<file path="src/rtl/pe_bus_arbiter.sv">
// Round-robin arbiter for the shared PE broadcast bus, compensating bus pipeline latency.
// Optional statistics counters are enabled by defining BUS_ARB_STATS_EN.
module pe_bus_arbiter #(
    parameter int unsigned NUM_PE       = 8,
    parameter int unsigned DATA_LEN     = 16,
    parameter int unsigned BUS_ADDR_LEN = 3,
    parameter int unsigned PIPE_STAGES  = 3,
    parameter int unsigned SKID_DEPTH   = 4
) (
    input  logic                                   clk,
    input  logic                                   rstn,
    input  logic [NUM_PE-1:0]                      valid_to_bus_p,
    input  logic [NUM_PE-1:0][BUS_ADDR_LEN-1:0]    addr_to_bus_p,
    input  logic [NUM_PE-1:0][DATA_LEN-1:0]        data_to_bus_p,
    input  logic [NUM_PE-1:0][NUM_PE-1:0]          rd_buffer_full_p,
    output logic [DATA_LEN-1:0]                    data_bus,
    output logic [BUS_ADDR_LEN-1:0]                addr_bus,
    output logic [NUM_PE-1:0]                      wr_to_bus,
    output logic [NUM_PE-1:0]                      rd_from_bus,
    output logic [31:0]                            grant_count,
    output logic [31:0]                            stall_count
);

    localparam int unsigned HOLDOFF = 2 * PIPE_STAGES + 1;
    localparam int unsigned RT_LAT  = 2 * PIPE_STAGES + 2;
    localparam int unsigned HO_W    = $clog2(HOLDOFF + 1);
    localparam int unsigned IF_W    = $clog2(SKID_DEPTH + 1);

    logic [BUS_ADDR_LEN-1:0]                          rr_ptr_q, rr_ptr_d;
    logic [NUM_PE-1:0][HO_W-1:0]                      holdoff_q, holdoff_d;
    logic [NUM_PE-1:0][NUM_PE-1:0][IF_W-1:0]          inflight_q, inflight_d;
    logic [RT_LAT-1:0]                                hist_vld_q, hist_vld_d;
    logic [RT_LAT-1:0][BUS_ADDR_LEN-1:0]              hist_dst_q, hist_dst_d;
    logic [RT_LAT-1:0][BUS_ADDR_LEN-1:0]              hist_src_q, hist_src_d;
    logic [DATA_LEN-1:0]                              data_bus_q, data_bus_d;
    logic [BUS_ADDR_LEN-1:0]                          addr_bus_q, addr_bus_d;
    logic [NUM_PE-1:0]                                wr_to_bus_q, wr_to_bus_d;
    logic [NUM_PE-1:0]                                rd_from_bus_q, rd_from_bus_d;

    logic [NUM_PE-1:0]       elig;
    logic                    gnt_vld;
    logic [BUS_ADDR_LEN-1:0] gnt_src;
    logic [BUS_ADDR_LEN-1:0] gnt_dst;
    logic [BUS_ADDR_LEN-1:0] rr_idx;

    // Eligibility and round-robin pick starting at rr_ptr
    always_comb begin
        elig    = '0;
        gnt_vld = 1'b0;
        gnt_src = '0;
        rr_idx  = '0;
        for (int unsigned s = 0; s < NUM_PE; s++) begin
            if (valid_to_bus_p[s] && (32'(addr_to_bus_p[s]) < NUM_PE) && (holdoff_q[s] == '0)) begin
                if (!rd_buffer_full_p[addr_to_bus_p[s]][s] &&
                    (32'(inflight_q[addr_to_bus_p[s]][s]) < SKID_DEPTH)) begin
                    elig[s] = 1'b1;
                end
            end
        end
        for (int unsigned k = 0; k < NUM_PE; k++) begin
            rr_idx = BUS_ADDR_LEN'((32'(rr_ptr_q) + k) % NUM_PE);
            if (!gnt_vld && elig[rr_idx]) begin
                gnt_vld = 1'b1;
                gnt_src = rr_idx;
            end
        end
        gnt_dst = addr_to_bus_p[gnt_src];
    end

    always_comb begin
        rr_ptr_d      = rr_ptr_q;
        holdoff_d     = holdoff_q;
        inflight_d    = inflight_q;
        data_bus_d    = data_bus_q;
        addr_bus_d    = addr_bus_q;
        wr_to_bus_d   = '0;
        rd_from_bus_d = '0;
        hist_vld_d    = {hist_vld_q[RT_LAT-2:0], gnt_vld};
        hist_dst_d    = {hist_dst_q[RT_LAT-2:0], gnt_dst};
        hist_src_d    = {hist_src_q[RT_LAT-2:0], gnt_src};

        if (gnt_vld) begin
            rr_ptr_d               = BUS_ADDR_LEN'((32'(gnt_src) + 1) % NUM_PE);
            data_bus_d             = data_to_bus_p[gnt_src];
            addr_bus_d             = gnt_src;
            wr_to_bus_d[gnt_dst]   = 1'b1;
            rd_from_bus_d[gnt_src] = 1'b1;
        end

        for (int unsigned s = 0; s < NUM_PE; s++) begin
            if (gnt_vld && (gnt_src == BUS_ADDR_LEN'(s))) begin
                holdoff_d[s] = HO_W'(HOLDOFF);
            end else if (holdoff_q[s] != '0) begin
                holdoff_d[s] = holdoff_q[s] - HO_W'(1);
            end
        end

        // Each grant occupies a skid slot until its round trip completes
        for (int unsigned d = 0; d < NUM_PE; d++) begin
            for (int unsigned s = 0; s < NUM_PE; s++) begin
                if (gnt_vld && (gnt_dst == BUS_ADDR_LEN'(d)) && (gnt_src == BUS_ADDR_LEN'(s))) begin
                    if (!(hist_vld_q[RT_LAT-1] && (hist_dst_q[RT_LAT-1] == BUS_ADDR_LEN'(d)) &&
                          (hist_src_q[RT_LAT-1] == BUS_ADDR_LEN'(s)))) begin
                        inflight_d[d][s] = inflight_q[d][s] + IF_W'(1);
                    end
                end else if (hist_vld_q[RT_LAT-1] && (hist_dst_q[RT_LAT-1] == BUS_ADDR_LEN'(d)) &&
                             (hist_src_q[RT_LAT-1] == BUS_ADDR_LEN'(s)) && (inflight_q[d][s] != '0)) begin
                    inflight_d[d][s] = inflight_q[d][s] - IF_W'(1);
                end
            end
        end
    end

    always_ff @(posedge clk or negedge rstn) begin
        if (!rstn) begin
            rr_ptr_q      <= '0;
            holdoff_q     <= '0;
            inflight_q    <= '0;
            hist_vld_q    <= '0;
            hist_dst_q    <= '0;
            hist_src_q    <= '0;
            data_bus_q    <= '0;
            addr_bus_q    <= '0;
            wr_to_bus_q   <= '0;
            rd_from_bus_q <= '0;
        end else begin
            rr_ptr_q      <= rr_ptr_d;
            holdoff_q     <= holdoff_d;
            inflight_q    <= inflight_d;
            hist_vld_q    <= hist_vld_d;
            hist_dst_q    <= hist_dst_d;
            hist_src_q    <= hist_src_d;
            data_bus_q    <= data_bus_d;
            addr_bus_q    <= addr_bus_d;
            wr_to_bus_q   <= wr_to_bus_d;
            rd_from_bus_q <= rd_from_bus_d;
        end
    end

    assign data_bus    = data_bus_q;
    assign addr_bus    = addr_bus_q;
    assign wr_to_bus   = wr_to_bus_q;
    assign rd_from_bus = rd_from_bus_q;

`ifdef BUS_ARB_STATS_EN
    logic [31:0] grant_count_q, grant_count_d;
    logic [31:0] stall_count_q, stall_count_d;

    // Saturating grant and stall statistics
    always_comb begin
        grant_count_d = grant_count_q;
        stall_count_d = stall_count_q;
        if (gnt_vld && (grant_count_q != '1)) begin
            grant_count_d = grant_count_q + 32'd1;
        end
        if (!gnt_vld && (|valid_to_bus_p) && (stall_count_q != '1)) begin
            stall_count_d = stall_count_q + 32'd1;
        end
    end

    always_ff @(posedge clk or negedge rstn) begin
        if (!rstn) begin
            grant_count_q <= '0;
            stall_count_q <= '0;
        end else begin
            grant_count_q <= grant_count_d;
            stall_count_q <= stall_count_d;
        end
    end

    assign grant_count = grant_count_q;
    assign stall_count = stall_count_q;
`else
    assign grant_count = '0;
    assign stall_count = '0;
`endif

endmodule

</file>
<file path="config.mk">
export PLATFORM = sky130hd
export DESIGN_NAME = pe_bus_arbiter
export DESIGN_NICKNAME = d
export VERILOG_FILES = /design/src/rtl/pe_bus_arbiter.sv
export SDC_FILE = /design/constraint.sdc
export NUM_CORES = 1
export LEC_CHECK = 0
export BUFFER_PORTS_ARGS = -buffer_cell sky130_fd_sc_hd__buf_4
export CORE_MARGIN = 1
export CORE_UTILIZATION = 54
export DETAILED_ROUTE_END_ITERATION = 7
export GPL_ROUTABILITY_DRIVEN = 0
export PLACE_DENSITY = 0.9
export SETUP_SLACK_MARGIN = 0.4
export SKIP_CTS_REPAIR_TIMING = 1
export SLEW_MARGIN = 25
export SYNTH_ARGS = -nofsm -noshare
export SYNTH_HDL_FRONTEND = slang
export SYNTH_SLANG_ARGS = --single-unit
</file>
<file path="constraint.sdc">
create_clock -name clk -period 6.95 [get_ports clk]
set_input_delay 0.3475 -clock clk [delete_from_list [all_inputs] [get_ports clk]]
set_output_delay 0.3475 -clock clk [all_outputs]
set_load 0.05 [all_outputs]
</file>
---- Word level (Yosys, flattened, before mapping) ----
Index checks and enable logic that the tools add are counted.
word-level totals
  word-level logic and storage cells ...... 1132
  latch bits .............................. 0
  bits in writable memories ............... 0
  memories kept ........................... 0
  bits in read-only memories .............. 0
  input port bits ......................... 226
  register bits after elaboration ......... 310
cells by class
  equality and inequality tests ........... 92
  order comparisons ....................... 28
  add/subtract/negate cells ............... 144
  multiplexer cells ....................... 298
  multipliers ............................. 0
  reduce and logical (&&, ||, !) cells .... 476
  divide/modulo/power cells ............... 0
  shift operators ......................... 0
  bitwise operators ....................... 0
operators with widths
  operator               number
  $mux W3                219
  $bmux W24 S3           8
  $logic_and A1 B1 Y1    241
  $reduce_bool A3 Y1     72
  $sub A3 B1 Y3 const B  72
  $add A3 B1 Y3 const B  66
  $bmux W8 S3            8
  $reduce_bool A2 Y1     72
  $ne A2 B2 Y1 const B   64
  $reduce_and A2 Y1      64
  $lt A3 B4 Y1 const B   18
  $bmux W16 S3           1
  $eq A3 B3 Y1 const B   16
  $logic_not A3 Y1       12
  $mux W1                35
  $bmux W1 S3            8
  $eq A3 B2 Y1 const B   8
  $lt A3 B3 Y1 const B   8
  $mux W24               1
  $mux W8                3
  $mux W21               1
  $mux W18               1
  $mux W16               1
  $logic_not A1 Y1       15
  14 further kinds       24

---- Longest topological paths before layout ----
  depth after elaboration ................. 37
  gate-level depth with buffers ........... 26
  gate-level depth less buffers ........... 22

---- Worst setup path after synthesis ----
Ideal clock, no wire load.
  path kind ............................... register to register
  start point ............................. reg rr_ptr_q[1]
  end point ............................... reg inflight_q[191] (netlist name)
  setup slack ............................. 0.168 ns
  required time ........................... 6.874 ns
  cell stages (with the launch flop) ...... 25
  arrival time ............................ 6.706 ns
  clock period less this slack ............ 6.782 ns
  path through ............................ dfrtp_1 -> clkbuf_1 -> inv_2 -> ha_1 -> clkbuf_1 -> clkinv_1 -> a221oi_1 -> a2111oi_1 -> or3_1 -> a311o_1 -> a211o_1 -> nand2_2 -> buf_1 -> buf_1 -> clkbuf_1 -> ha_1 -> ha_1 -> nand2_1 -> clkbuf_1 -> nor4_4 -> inv_2 -> fa_1 -> or3_1 -> mux2_1 -> o21ai_1
on the way
  word-level cells in the longest chain between the ends .. 31
  elaborated cells on any way between the ends .. 63
RTL lines
  item                                                                 RTL line  RTL
  from (decl)                                                          29        logic [BUS_ADDR_LEN-1:0] rr_ptr_q, rr_ptr_d;
  from (signal assigned)                                               127       rr_ptr_q <= rr_ptr_d;
  branches (longest 23 deep; another with $add A3 B1 Y3)               -
  $mux W3 (*)                                                          62        if (!gnt_vld && elig[rr_idx]) begin
  named net gnt_src[1]                                                 42        logic [BUS_ADDR_LEN-1:0] gnt_src;
  $bmux W3 S3                                                          67        gnt_dst = addr_to_bus_p[gnt_src];
  $mux W3 (not written as such)                                        67
  $eq A3 B3 Y1                                                         101       if (gnt_vld && (gnt_dst == BUS_ADDR_LEN'(d)) && (gnt_src == BUS_ADDR_LEN'(s))) begin
  $logic_and A1 B1 Y1                                                  101
  $logic_and A1 B1 Y1 (*)                                              101
  $ne A2 B2 Y1 (no source line) or $reduce_bool A2 Y1 (tied branches)  -
  $reduce_and A2 Y1 (no source line)                                   -
  to (signal assigned)                                                 129       inflight_q <= inflight_d;
  to (decl)                                                            31        logic [NUM_PE-1:0][NUM_PE-1:0][IF_W-1:0] inflight_q, inflight_d;
Mark *: on every way through the listed nets, which the timed path passes. The select of a mux whose other input is x is not followed.
A chain may end at the register's enable or synchronous reset.

---- Worst setup path in the final report ----
  start point ............................. reg inflight_q[188] (netlist name)
  end point ............................... reg inflight_q[143] (netlist name)
on the way
  word-level cells in the longest chain between the ends .. 37
  elaborated cells on any way between the ends .. 62
RTL lines
  item                                                                 RTL line  RTL
  $bmux W24 S3 (*)                                                     55        (32'(inflight_q[addr_to_bus_p[s]][s]) < SKID_DEPTH)) begin
  $mux W21 (not written as such) (*)                                   55
  $lt A3 B3 Y1 (*)                                                     55
  $logic_and A1 B1 Y1 (*)                                              54        if (!rd_buffer_full_p[addr_to_bus_p[s]][s] &&
  $mux W1 (*)                                                          54
  $mux W1 (*)                                                          53        if (valid_to_bus_p[s] && (32'(addr_to_bus_p[s]) < NUM_PE) && (holdoff_q[s] == '0)) begin
  $bmux W1 S3                                                          62
  $mux W1 (not written as such)                                        62
  [... 21 more ...]                                                    -
  $mux W3                                                              62
  $bmux W3 S3                                                          67
  $mux W3 (not written as such)                                        67
  $eq A3 B3 Y1                                                         101
  $logic_and A1 B1 Y1                                                  101
  $logic_and A1 B1 Y1 (*)                                              101
  $ne A2 B2 Y1 (no source line) or $reduce_bool A2 Y1 (tied branches)  -
  $reduce_and A2 Y1 (no source line)                                   -
Every way passes the cells marked *; elsewhere a longest branch is shown, timed or not. The select of a mux whose other input is x is not followed.

==> flow_metrics.py <==
metrics = {
    "cts": {
        "cts_tree": "done",
        "h-tree-depth": 2,
        "cts_buffer_depth": 3,
        "cts-buffers-inserted": 37,
        "cts.sinks": 310,
        "clockRootBuffer": "clkbuf_16",
        "clk_latency_ns": 0.59,
        "clk_pin_slew_ns": 0.06,
    },
    "critical_path": {
        "crit_start": "inflight_q[188]",
        "path_cells": "nor2_1 -> mux4_2 -> a22oi_1 -> nor3_1 -> o31ai_1 -> o211ai_1 -> buf_4 -> a21o_1 -> a22oi_2 -> o21a_2 -> mux2i_1 -> mux4_4 -> buf_12 -> nor4_4 -> inv_2 -> fa_1 -> or3_1 -> mux2_1 -> o22ai_1",
        "crit_slowest_cell": "mux4_4",
        "end_kind": "flip-flop",
        "worst-r2r-cell-count": 19,
        "critical-path-max-stage-delay_ns": 0.73,
        "start_kind": "flip-flop",
        "r2r_end": "inflight_q[143]",
        "cp.arrival_ns": 6.85,
        "crit_type": "flip-flop to flip-flop",
        "r2r_setup_slack_ns": 0.57,
        "cp.required_ns": 7.42,
        "cp_max_fo": 26,
        "rr_startpoint": "inflight_q[188]",
    },
    "cells_and_area": {
        "diodes": 0,
        "final_common_cell": "nor2_1",
        "nets": 3084,
        "layout_common_cells": "nor2_1, buf_4, dfrtp_1, nand2_1, mux2i_1",
        "area.growth.synth_to_final_pct": 15.4,
        "drive_gt1_frac": 0.215,
    },
    "floorplan": {
        "design.die.area_mm2": 0.0459,
        "start_util": 0.548,
        "die_h_um": 214,
        "ios": 325,
        "core_area_mm2": 0.0443,
        "dieWidth_um": 214,
        "fp-row-count": 77,
    },
    "drt": {
        "drt_iter0_markers": 2928,
        "post-route-drc-count": 20,
        "dr.pass1.iters": 8,
        "wl_per_cell_um": 22.7,
        "wl_met3_um": 8240,
        "vias": 22800,
        "drt-vias-per-instance": 6.73,
        "ant_nets": 0,
        "dr.max_layer_used": "met4",
        "dr_wl_met2_um": 34800,
        "wl_met1_um": 27200,
        "routed_wl_um": 76800,
    },
    "timing": {
        "relSlewSlack": 0.209,
        "rsz0062_at_grt": "false",
        "fin_crit_sh": 0.918,
        "tightest_slew_ns": 1.18,
        "clock.fmax_ghz": 0.157,
        "skew_ns": 0.0412,
        "setup_viol": 0,
        "hold_viol_final": 0,
        "maxSlewViolCount": 0,
        "fin_crit_ns": 6.38,
        "setup_tns_ns": 0,
    },
    "global_route": {
        "grt_pass1_vias": 22700,
        "grt_max_degree": 148,
        "grt_pass1_wl_um": 121000,
        "grt_antenna_before_repair": 0,
        "grt_use_total": 0.329,
        "grt-ovfl-total": 0,
    },
    "hold_path": {
        "worstHoldStart": "data_to_bus_p[53]",
        "min_path_cells": 5,
        "hp-class": "input port to flip-flop",
        "min_to": "data_bus[5]",
    },
    "yosys": {
        "synth_edf_count": 0,
        "syn_avg_cell_area_um2": 9.57,
        "ys_warn_count": 0,
        "netlist_area_mm2": 0.0243,
        "seq_area_frac_synth": 0.319,
        "async_flop_share": 1.00,
        "ys_seq_elements": 310,
        "yosys-top-cells-area": "dfrtp_1, mux2i_1, nor2_1, fa_1, nor4_4",
        "yosysTopAreaCell": "dfrtp_1",
        "syn_inst": 2539,
        "synth_top_area_frac": 0.319,
        "synth_cell_types": 96,
        "synth_ff_type": "dfrtp_1",
    },
    "placed_design": {
        "portBuffers": 260,
        "dp_hpwl_um": 53800,
    },
    "job": {
        "maxCapViolations": 0,
    },
    "run_status": {
        "status": "finished, violations left",
        "violations": "DRC",
    },
}
-- sequential cells by signal (all words and copies together) (netlist names) --
signal and cells:
inflight_q 192, holdoff_q 24, rd_from_bus 8, hist_vld_q 8, hist_dst_q 3, rr_ptr_q 3
data_bus 16, wr_to_bus 8, hist_src_d 21, hist_dst_d 21, hist_src_q 3, addr_bus 3
-- worst max-delay path, delay by kind of cell, from the launching register on --
kind            cells  cell delay [ns]
compound gates      7             1.99
mux                 4             1.73
simple gates        4             1.04
buf+inv             3             0.56
flops               1             0.45
fa+ha+maj           1             0.43
-- cell families after synthesis --
kind of cell | after synthesis | synth area share
AOI/OAI and AO/OA | 687 | 0.208
xor gates and xnor gates | 76 | 0.0274
adders and majority gates | 88 | 0.0651
buffers and inverters | 290 | 0.0630
DFF | 310 | 0.319
muxes | 279 | 0.131
other | 1 | 0.000154
and+or+nand+nor | 808 | 0.187
-- stage by stage --
step	cells	utilization	setup WS, ns	area [um^2]	hold WS, ns
final	3388	0.633	0.571	28000	0.226
after global routing	3388	0.633	0.389	28000	0.251
after CTS	3375	0.628	0.199	27800	-0.122
after detailed placement	3310	0.600	0.0162	26600	0.335
after global placement	3310	0.600	0.273	26600	0.332
after floorplan	2602	-	0.506	24500	0.0519
-- worst max path at each step --
stage	end	slack [ns]	cells past startpoint
after floorplan	inflight_q[191]	0.51	24
final	inflight_q[143]	0.57	19
after detailed placement	inflight_q[143]	0.02	21
after global routing	inflight_q[131]	0.39	19
after CTS	inflight_q[143]	0.20	20
after global placement	inflight_q[137]	0.27	21
-- synthesized netlist by cell type, types with 19 or more instances --
library cell and number:
a211oi_1 25, a21oi_1 89, a22oi_1 41, a41oi_1 49, buf_2 29, buf_4 68
clkbuf_1 67, dfrtp_1 310, fa_1 64, ha_1 24, inv_1 50, inv_2 40
mux2_1 42, mux2_2 53, mux2i_1 163, mux4_2 21, nand2_1 193, nand3_1 30
nor2_1 344, nor3_1 33, nor4_4 49, o211ai_1 50, o21ai_0 97, o21ai_1 31
o21bai_1 44, o221ai_1 77, o22ai_1 19, o41ai_1 30, or3_1 47, xnor2_1 74
-- layer usage --
layer  vias up  track usage
met1     11100        0.390
met3       462       0.0896
met2      1416        0.513
li1       9864            -
met4         0        0.241
met5         -            0
-- area by class of cell --
cell class | count | area (um^2)
multi-input cells | 2002 | 15300
flip-flops and latches | 310 | 7760
clock inverters | 15 | 208
fillers | 3374 | 16300
clock buffers | 50 | 1060
inverters | 95 | 383
repair buffers | 324 | 2560
well taps | 592 | 741
Power is left out: the tool's default activity adds up to more than one toggle a clock period on the data nets, which glitch-free logic cannot reach.
